$ cat src/rtl/seq_gen_pkg.sv
// Shared types and constants for the serial pattern generator.
// The state encoding is fixed; the unused code 2'b11 is decoded as IDLE.
package seq_gen_pkg;

    typedef enum logic [1:0] {
        ST_IDLE  = 2'b00,
        ST_SHIFT = 2'b01,
        ST_DONE  = 2'b10
    } state_e;

    localparam int         PAT_W_DEF = 4;
    localparam logic [3:0] SEQ_1011  = 4'b1011;

endpackage

$ cat src/rtl/seq_rot_reg.sv
// Rotate-left pattern register with a parallel load port.
// It exposes the MSB the register will hold after the coming edge.
module seq_rot_reg #(
    parameter int W = 4
) (
    input  logic         clk,
    input  logic         rst,
    input  logic         load,
    input  logic         shift,
    input  logic [W-1:0] load_val,
    output logic         msb_d
);

    logic [W-1:0] rot_q;
    logic [W-1:0] rot_d;

    always_comb begin
        rot_d = rot_q;
        if (load) begin
            rot_d = load_val;
        end else if (shift) begin
            rot_d = {rot_q[W-2:0], rot_q[W-1]};
        end
    end

    always_ff @(posedge clk) begin
        if (rst) begin
            rot_q <= '0;
        end else begin
            rot_q <= rot_d;
        end
    end

    // Output flops in the parent sample this, so xout is registered.
    assign msb_d = rot_d[W-1];

endmodule

$ cat src/rtl/seq_pattern_gen.sv
// Serial pattern transmitter: sends a PAT_W-bit pattern MSB first, reps times
// back to back, with a start/busy/done handshake and registered outputs.
module seq_pattern_gen
    import seq_gen_pkg::*;
#(
    parameter int               PAT_W   = PAT_W_DEF,
    parameter logic [PAT_W-1:0] DEF_PAT = PAT_W'(SEQ_1011),
    parameter int               CNT_W   = 4
) (
    input  logic             clk,
    input  logic             rst,
    input  logic             start,
    input  logic             use_def,
    input  logic [PAT_W-1:0] pat_in,
    input  logic [CNT_W-1:0] reps,
    input  logic             abort,
    output logic             xout,
    output logic             xvalid,
    output logic             mark,
    output logic             busy,
    output logic             done
);

    localparam int              BC_W     = (PAT_W > 1) ? $clog2(PAT_W) : 1;
    localparam logic [BC_W-1:0] BIT_LAST = BC_W'(PAT_W - 1);

    state_e           state_q, state_d;
    logic [BC_W-1:0]  bit_cnt_q, bit_cnt_d;
    logic [CNT_W-1:0] rep_cnt_q, rep_cnt_d;
    logic             load, shift, msb_d;
    logic [PAT_W-1:0] load_val;
    logic             xout_q, xout_d;
    logic             xvalid_q, xvalid_d;
    logic             mark_q, mark_d;
    logic             busy_q, busy_d;
    logic             done_q, done_d;

    seq_rot_reg #(.W(PAT_W)) u_rot (
        .clk      (clk),
        .rst      (rst),
        .load     (load),
        .shift    (shift),
        .load_val (load_val),
        .msb_d    (msb_d)
    );

    always_comb begin
        state_d   = state_q;
        bit_cnt_d = bit_cnt_q;
        rep_cnt_d = rep_cnt_q;
        load      = 1'b0;
        shift     = 1'b0;
        load_val  = use_def ? DEF_PAT : pat_in;
        case (state_q)
            ST_SHIFT: begin
                shift = 1'b1;
                // abort wins over the end-of-sequence exit
                if (abort) begin
                    state_d = ST_IDLE;
                end else if (bit_cnt_q == '0) begin
                    bit_cnt_d = BIT_LAST;
                    rep_cnt_d = rep_cnt_q - CNT_W'(1);
                    if (rep_cnt_q == CNT_W'(1)) begin
                        state_d = ST_DONE;
                    end
                end else begin
                    bit_cnt_d = bit_cnt_q - BC_W'(1);
                end
            end
            default: begin
                // IDLE, DONE and the unused code all accept start
                state_d = ST_IDLE;
                if (start) begin
                    load      = 1'b1;
                    bit_cnt_d = BIT_LAST;
                    rep_cnt_d = reps;
                    state_d   = (reps != '0) ? ST_SHIFT : ST_DONE;
                end
            end
        endcase

        // Outputs are decoded from next-state values and then registered.
        xvalid_d = (state_d == ST_SHIFT);
        busy_d   = xvalid_d;
        xout_d   = xvalid_d & msb_d;
        mark_d   = xvalid_d && (bit_cnt_d == '0);
        done_d   = (state_d == ST_DONE);
    end

    always_ff @(posedge clk) begin
        if (rst) begin
            state_q   <= ST_IDLE;
            bit_cnt_q <= '0;
            rep_cnt_q <= '0;
            xout_q    <= 1'b0;
            xvalid_q  <= 1'b0;
            mark_q    <= 1'b0;
            busy_q    <= 1'b0;
            done_q    <= 1'b0;
        end else begin
            state_q   <= state_d;
            bit_cnt_q <= bit_cnt_d;
            rep_cnt_q <= rep_cnt_d;
            xout_q    <= xout_d;
            xvalid_q  <= xvalid_d;
            mark_q    <= mark_d;
            busy_q    <= busy_d;
            done_q    <= done_d;
        end
    end

    assign xout   = xout_q;
    assign xvalid = xvalid_q;
    assign mark   = mark_q;
    assign busy   = busy_q;
    assign done   = done_q;

endmodule

$ cat config.mk
export PLATFORM = sky130hd
export DESIGN_NAME = seq_pattern_gen
export DESIGN_NICKNAME = d
export VERILOG_FILES = /design/src/rtl/seq_gen_pkg.sv /design/src/rtl/seq_rot_reg.sv /design/src/rtl/seq_pattern_gen.sv
export SDC_FILE = /design/constraint.sdc
export NUM_CORES = 1
export LEC_CHECK = 0
export CORE_AREA = 2 2 45 51
export CTS_CLUSTER_SIZE = 40
export DETAILED_ROUTE_END_ITERATION = 6
export DIE_AREA = 0 0 47 53
export PLACE_DENSITY = 0.82
export SLEW_MARGIN = 20
export SYNTH_ARGS = -nofsm -noshare
export SYNTH_HDL_FRONTEND = slang
export SYNTH_HIERARCHICAL = 1
export SYNTH_SLANG_ARGS = --single-unit
$ cat constraint.sdc
create_clock -name clk -period 1.4 [get_ports clk]
set_input_delay 0.21 -clock clk [delete_from_list [all_inputs] [get_ports clk]]
set_output_delay 0.21 -clock clk [all_outputs]
set_load 0.05 [all_outputs]
==> results of run 1 <==
==> registers in the layout, indices dropped and copies added (netlist names) <==
signal / flops
mark: 1
rep_cnt_q: 4
xout: 1
bit_cnt_q: 2
busy: 1
state_q: 2
done: 1
u_rot/rot_q: 4
==> stage by stage <==
stage | hold slack, ns | TNS, ns | setup WS [ns]
after floorplan | 0.275 | 0 | 0.00162
after global placement | 0.500 | -1.78 | -0.227
after CTS | 0.533 | -0.0126 | -0.0126
after global routing | 0.562 | -0.0816 | -0.0523
final | 0.535 | 0 | 0.0271
after detailed placement | 0.518 | -2.40 | -0.258
==> cells in the final DEF, fill, tap and decap left out, drive strengths merged, types with 3 or more instances in the layout <==
cell,count
nor2,4
and2,3
clkdlybuf4s50,12
clkbuf,4
dfxtp,16
a211oi,7
ha,3
nor3,4
mux2i,4
buf,16
a21oi,6
inv,7
nor2b,5
or2,3
==> worst max-delay path: stages (launching register included) <==
cell	delay [ns]
dfxtp_1	0.34
inv_1	0.06
ha_2	0.21
nand2_1	0.13
o31ai_4	0.26
a21oi_4	0.09
and2_2	0.19
==> power groups by stage <==
stage	sequential (mW)	clock [mW]	combinational, mW
final	0.527	0.306	0.333
after global routing	0.532	0.346	0.363
after CTS	0.524	0.320	0.314
after detailed placement	0.535	0	0.312
after global placement	0.532	0	0.300
after floorplan	0.545	0	0.170
==> how the worst min path moves through the flow <==
stage                                         start                        end  slack [ns]  depth (start not counted)
after detailed placement  rep_cnt_q[1]$_SDFFE_PP0P_  rep_cnt_q[1]$_SDFFE_PP0P_        0.52                          2
final                     rep_cnt_q[1]$_SDFFE_PP0P_  rep_cnt_q[1]$_SDFFE_PP0P_        0.54                          2
after global routing                        reps[0]  rep_cnt_q[0]$_SDFFE_PP0P_        0.56                          3
after floorplan                                 rst  u_rot/rot_q[3]$_SDFF_PP0_        0.27                          1
after global placement    rep_cnt_q[0]$_SDFFE_PP0P_  rep_cnt_q[0]$_SDFFE_PP0P_        0.50                          2
after CTS                 rep_cnt_q[0]$_SDFFE_PP0P_  rep_cnt_q[0]$_SDFFE_PP0P_        0.53                          2
==> metal layers <==
layer	up-vias	track usage, %	share of wire (%)
li1	377	-	-
met1	372	19.3	39
met3	6	3.41	4.4
met2	29	28.1	54
met4	0	12.5	2.6
met5	-	0	0
==> kinds of logic after synthesis <==
kind of cell	Yosys count
fa+ha+maj	3
compound gates	23
simple gates	32
buf+inv	12
flops	16
mux	4
==> area by class of cell <==
cell class / count / area [sq um]
Timing Repair Buffer: 28 / 319
Inverter: 7 / 26.3
Multi-Input combinational cell: 62 / 483
Tap cell: 28 / 35.0
Sequential cell: 16 / 322
Clock buffer: 4 / 36.3
Fill cell: 159 / 736
==> what timing repair did <==
item                                    in CTS  in global routing
pin swaps                                    0                  2
hold endpoints to repair                     0                  0
gates resized for setup                      2                  7
setup buffers                                0                  2
cloned                                       0                  0
endpoints found under the setup margin       2                  8
==> reports/results.ini, run 1 <==
[run]
cap_violations = 0

[power_and_ir_drop]
swShare_pct = 29.0
power_density_nw_per_um2 = 955
power.share.clock_pct = 26.2
sequentialPowerShare_pct = 45.2
ir_drop_mv = 0.755
p_leak_nw = 0.465
p_int_mw = 0.827
p_comb_share_pct = 28.6
p_switching_mw = 0.338
power_mw = 1.17

[yosys]
yosys.area_share.simple_pct = 23.4
synthAdderAreaFrac_pct = 4.48
ys_seq_elements = 16
synthTopCellsByArea = dfxtp_1, a211oi_1, mux2i_1, ha_1, nor2b_1
synth_edf_count = 0
synth_top_area_share_pct = 38.2
ys_types = 40
synth_nets = 106
yosysMostFrequentCell = dfxtp_1
synth_area_leader_cell = dfxtp_1
synth_xor_area_share_pct = 0
synthArstFlopShare_pct = 0
ys.warnings.count = 6
ys_seq_area_share_pct = 38.2
synthMuxAreaShare_pct = 4.78
postSynthCellCount = 90
synth_top_family_by_area = simple AND/OR/NAND/NOR gates
yosys-top-cells-count = dfxtp_1, inv_1, a211oi_1
syn_area_per_cell_sq_um = 9.31
synth-compound-area-share_pct = 22.1
ys.flop_type = dfxtp_1
syn_area_sq_um = 838

[global_route]
grt_max_degree = 16
track_usage_pct = 17.3
antenna_found_initial = 0
grt_pass1_vias = 751
overflow = 0
grt_pass1_wl_um = 3000

[die]
die_width_um = 47
dieHeight_um = 53
dieArea_sq_um = 2490
pin_count = 18
start_util_pct = 42.8
core-area_sq_um = 1960
num_rows = 17

[worst_setup_path]
crit_fanout = 4
r2r_slack_ns = 0.03
endpoint = xout$_SDFF_PP0_
startpoint = bit_cnt_q[1]$_SDFF_PP0_
cp-start-kind = register
r2r_end = xout$_SDFF_PP0_
critical_path_class = reg -> reg
r2r-start = bit_cnt_q[1]$_SDFF_PP0_
crit_arrival_ns = 1.56
endpoint_kind = register
required_ns = 1.59
reg2reg_depth = 6

[routing]
wl_per_cell_um = 13.2
firstDrtPassIters = 4
vias_per_cell = 5.41
drtIter0Drc = 12
ant_nets = 0
vias = 784
drc = 0
routed_wl_um = 1910

[place]
place_inst = 139
gp_congestion = 0.827
portBuffers = 17
dp_hpwl_um = 1390
placed_cell_area_sq_um = 1140

[sta]
hold_viol = 0
finClkSkew_ns = 0.00412
setup_viol = 0
max_freq_ghz = 0.728
relSlewSlack_pct = 77.1
period_share_pct = 98.1
final-max-slew-violation-count = 0
layout_min_cycle_time_ns = 1.37
tightest_slew_ns = 0.343
rsz0062_at_grt = true

[clocking]
insertion_delay_ns = 0.29
clock_path_buffers = 2
htree_levels = 1
cts.clk_slew.worst_paths_ns = 0.10
cts_root_buf = clkbuf_4
cts.sinks = 16
cts_tree = yes
cts_hold_buf = 0
cts_made_buffers = 3

[cells_and_area]
syn2layout_area_growth_pct = 45.7
fin_cells = 145
nets = 134
layout-drive-gt1-share_pct = 29.9
diodes = 0
fin_area_sq_um = 1220
post-route-util_pct = 62.4

[hold_path]
hp-class = reg -> reg

[status]
status = finished, final reports clean

No activity file was read; power rests on OpenSTA's default activity.
==> run 2, diff against run 1 <==
--- a/config.mk
+++ b/config.mk
@@ -5,11 +5,12 @@
 export SDC_FILE = /design/constraint.sdc
 export NUM_CORES = 1
 export LEC_CHECK = 0
-export CORE_AREA = 2 2 45 51
+export ABC_AREA = 1
+export CORE_AREA = 2 2 54 62
 export CTS_CLUSTER_SIZE = 40
 export DETAILED_ROUTE_END_ITERATION = 6
-export DIE_AREA = 0 0 47 53
-export PLACE_DENSITY = 0.82
+export DIE_AREA = 0 0 56 64
+export PLACE_DENSITY = 0.63
 export SLEW_MARGIN = 20
 export SYNTH_ARGS = -nofsm -noshare
 export SYNTH_HDL_FRONTEND = slang
==> run 2 against run 1 <==
Net effect: first-iteration DRC count decreased by 17%; die area increased by 44%; global-route usage decreased by 5.9 points; routed wire length decreased by 6.6%; clock skew decreased by 0.0030 ns.
==> reports/results.ini, run 2 <==
[worst_setup_path]
reg2reg_depth = 7  ; +1
crit_fanout = 4  ; unchanged
startpoint = rep_cnt_q[0]$_SDFFE_PP0P_
critical_path_class = reg -> reg
required_ns = 1.58  ; about the same
endpoint = rep_cnt_q[2]$_SDFFE_PP0P_
cp-start-kind = register
r2r_slack_ns = 0.14  ; +0.11 ns
r2r-start = rep_cnt_q[0]$_SDFFE_PP0P_
r2r_end = rep_cnt_q[2]$_SDFFE_PP0P_
crit_arrival_ns = 1.44  ; -0.12 ns
endpoint_kind = register

[place]
dp_hpwl_um = 1490  ; +7.0%
pre_cts_slack_ns = -0.0436  ; +0.215 ns
gp_congestion = 0.765  ; -7.5%
portBuffers = 17  ; unchanged
place_inst = 178  ; +28%
placed_cell_area_sq_um = 1140  ; -0.11%

[yosys]
syn_area_per_cell_sq_um = 6.92  ; -26%
yosys-top-cells-count = nand2_1, inv_1, dfxtp_1
ys_types = 21  ; -48%
postSynthCellCount = 124  ; +38%
synth_edf_count = 0  ; unchanged
synthArstFlopShare_pct = 0  ; unchanged
synthAdderAreaFrac_pct = 4.37  ; -0.10 points
ys.flop_type = dfxtp_1
yosys.area_share.simple_pct = 37.5  ; +14 points
synthTopCellsByArea = dfxtp_1, nand2_1, inv_1, nand3_1, a21oi_1
ys_seq_area_share_pct = 37.3  ; -0.89 points
synth_top_family_by_area = simple AND/OR/NAND/NOR gates
ys.warnings.count = 6  ; unchanged
synth_xor_area_share_pct = 1.02  ; +1.0 points
synth_top_area_share_pct = 37.3  ; -0.89 points
synth-compound-area-share_pct = 9.77  ; -12 points
synth_area_leader_cell = dfxtp_1
synth_nets = 140  ; +32%
ys_seq_elements = 16  ; unchanged
synthMuxAreaShare_pct = 0  ; -4.8 points
syn_area_sq_um = 858  ; +2.4%
yosysMostFrequentCell = nand2_1

[cells_and_area]
fin_area_sq_um = 1190  ; -2.9%
diodes = 0  ; unchanged
reg.largest.list = rep_cnt_q (4), u_rot/rot_q (4)
layout-drive-gt1-share_pct = 22.3  ; -7.6 points
post-route-util_pct = 40.3  ; -22 points
nets = 165  ; +23%
nFillCells = 303  ; +91%
final_common_cell = nand2_1
fin_cells = 182  ; +26%
syn2layout_area_growth_pct = 38.2
most-common-layout-cells = nand2_1, inv_1, dfxtp_1

[routing]
vias_per_cell = 4.40  ; -19%
drtIter0Drc = 10  ; -2
drc = 0  ; unchanged
routed_wl_um = 1780  ; -6.6%
wl_per_cell_um = 9.79  ; -26%
ant_nets = 0  ; unchanged
vias = 800  ; +2.0%
firstDrtPassIters = 4  ; unchanged

[power_and_ir_drop]
power.share.clock_pct = 25.9  ; -0.3 points
swShare_pct = 29.7  ; +0.67 points
p_int_mw = 0.797  ; -3.7%
p_switching_mw = 0.337  ; -0.55%
sequentialPowerShare_pct = 46.0  ; +0.8 points
p_leak_nw = 0.562  ; +21%
ir_drop_mv = 0.574  ; -24%
p_comb_share_pct = 28.0  ; -0.6 points
power_mw = 1.13  ; -2.8%
power_density_nw_per_um2 = 955  ; about the same

[global_route]
grt_pass1_vias = 772  ; +2.8%
overflow = 0  ; unchanged
antenna_found_initial = 0  ; unchanged
grt_max_degree = 11  ; -5
grt_pass1_wl_um = 3220  ; +7.4%
track_usage_pct = 11.4  ; -5.9 points

[clocking]
cts.sinks = 16  ; unchanged
cts_made_buffers = 3  ; unchanged
clock_path_buffers = 2  ; unchanged
htree_levels = 1  ; unchanged
cts_tree = yes
insertion_delay_ns = 0.28  ; about the same
cts_root_buf = clkbuf_4
cts.clk_slew.worst_paths_ns = 0.09  ; about the same

[sta]
rsz0062_at_grt = false
setup_slack_ns = 0.136  ; +0.109 ns
setup_viol = 0  ; unchanged
whs_ns = 0.496  ; -0.0389 ns
hold_viol = 0  ; unchanged
finClkSkew_ns = 0.00108  ; -0.00304 ns
final-max-slew-violation-count = 0  ; unchanged
max_freq_ghz = 0.791  ; +8.6%
relSlewSlack_pct = 86.9  ; +9.8 points
tightest_slew_ns = 0.196  ; -0.147 ns
tns_ns = 0  ; unchanged
layout_min_cycle_time_ns = 1.26  ; -0.109 ns
period_share_pct = 90.3  ; -7.8 points

[run]
cap_violations = 0  ; unchanged

[die]
die_width_um = 56  ; +19%
pin_count = 18  ; unchanged
dieArea_sq_um = 3580  ; +44%
dieHeight_um = 64  ; +21%
start_util_pct = 29.2  ; -14 points
core-area_sq_um = 2940  ; +50%
num_rows = 21  ; +4

[status]
status = finished, final reports clean

[hold_path]
hp-class = reg -> reg

-- run 2: changes by cell type in the layout (fill, tap and decap cells not counted), moves of 5 or more --
cell / before / now
nor2b_1: 5 / 0
nor2_1: 4 / 10
nand2_1: 2 / 31
nand3_1: 2 / 10
buf_4: 9 / 4
a211oi_1: 6 / 0
inv_1: 7 / 17
-- run 2: final cells by class --
cell class / count / area, sq um / share of cell area, %
clock buffers: 4 / 36.3 / 3.06
well taps: 34 / 42.5 / 3.59
multi-input cells: 86 / 457 / 38.5
repair buffers: 21 / 250 / 21.1
flip-flops and latches: 16 / 322 / 27.1
inverters: 21 / 78.8 / 6.65
-- run 2: worst min path at each step --
stage	startpoint	end	slack (ns)	depth (start not counted)
global placement	rep_cnt_q[3]$_SDFFE_PP0P_	rep_cnt_q[3]$_SDFFE_PP0P_	0.48	2
global route	u_rot/rot_q[1]$_SDFFE_PP0P_	u_rot/rot_q[1]$_SDFFE_PP0P_	0.51	2
detailed placement	u_rot/rot_q[1]$_SDFFE_PP0P_	u_rot/rot_q[1]$_SDFFE_PP0P_	0.48	2
CTS	u_rot/rot_q[1]$_SDFFE_PP0P_	u_rot/rot_q[1]$_SDFFE_PP0P_	0.50	2
finish	u_rot/rot_q[1]$_SDFFE_PP0P_	u_rot/rot_q[1]$_SDFFE_PP0P_	0.50	2
floorplan	rst	u_rot/rot_q[1]$_SDFFE_PP0P_	0.27	1
-- run 2: cells by family after synthesis --
family | after synthesis
xor gates and xnor gates | 1
and+or+nand+nor | 66
DFF | 16
adders and majority gates | 3
buffers and inverters | 22
AOI/OAI and AO/OA | 16
-- run 2: repair_timing --
action / 4_1_cts / 5_1_grt
gates resized for setup: 0 / 2
hold buffers: 0 / 0
endpoints found under the setup margin: 0 / 4
buffers inserted: 0 / 0
-- run 2: worst max-delay path, stage by stage (launching register included) --
cell	delay, ns
dfxtp_1	0.35
inv_1	0.09
ha_1	0.22
or2_2	0.27
nand3_1	0.08
nand2_1	0.05
nand2_1	0.06
a21oi_1	0.05
-- run 2: metal layers --
metal	track usage [%]	part of all wire [%]
met5	0	0
met2	19.6	51
met4	4.76	1.1
met1	13.3	44
met3	2.83	3.5
-- run 2: power groups by stage --
stage                     registers (mW)  logic (mW)  clock network, mW
after floorplan                    0.541       0.183                  0
after global placement             0.530       0.313                  0
after detailed placement           0.531       0.318                  0
after CTS                          0.520       0.320              0.315
after global routing               0.526       0.362              0.327
final                              0.522       0.318              0.294
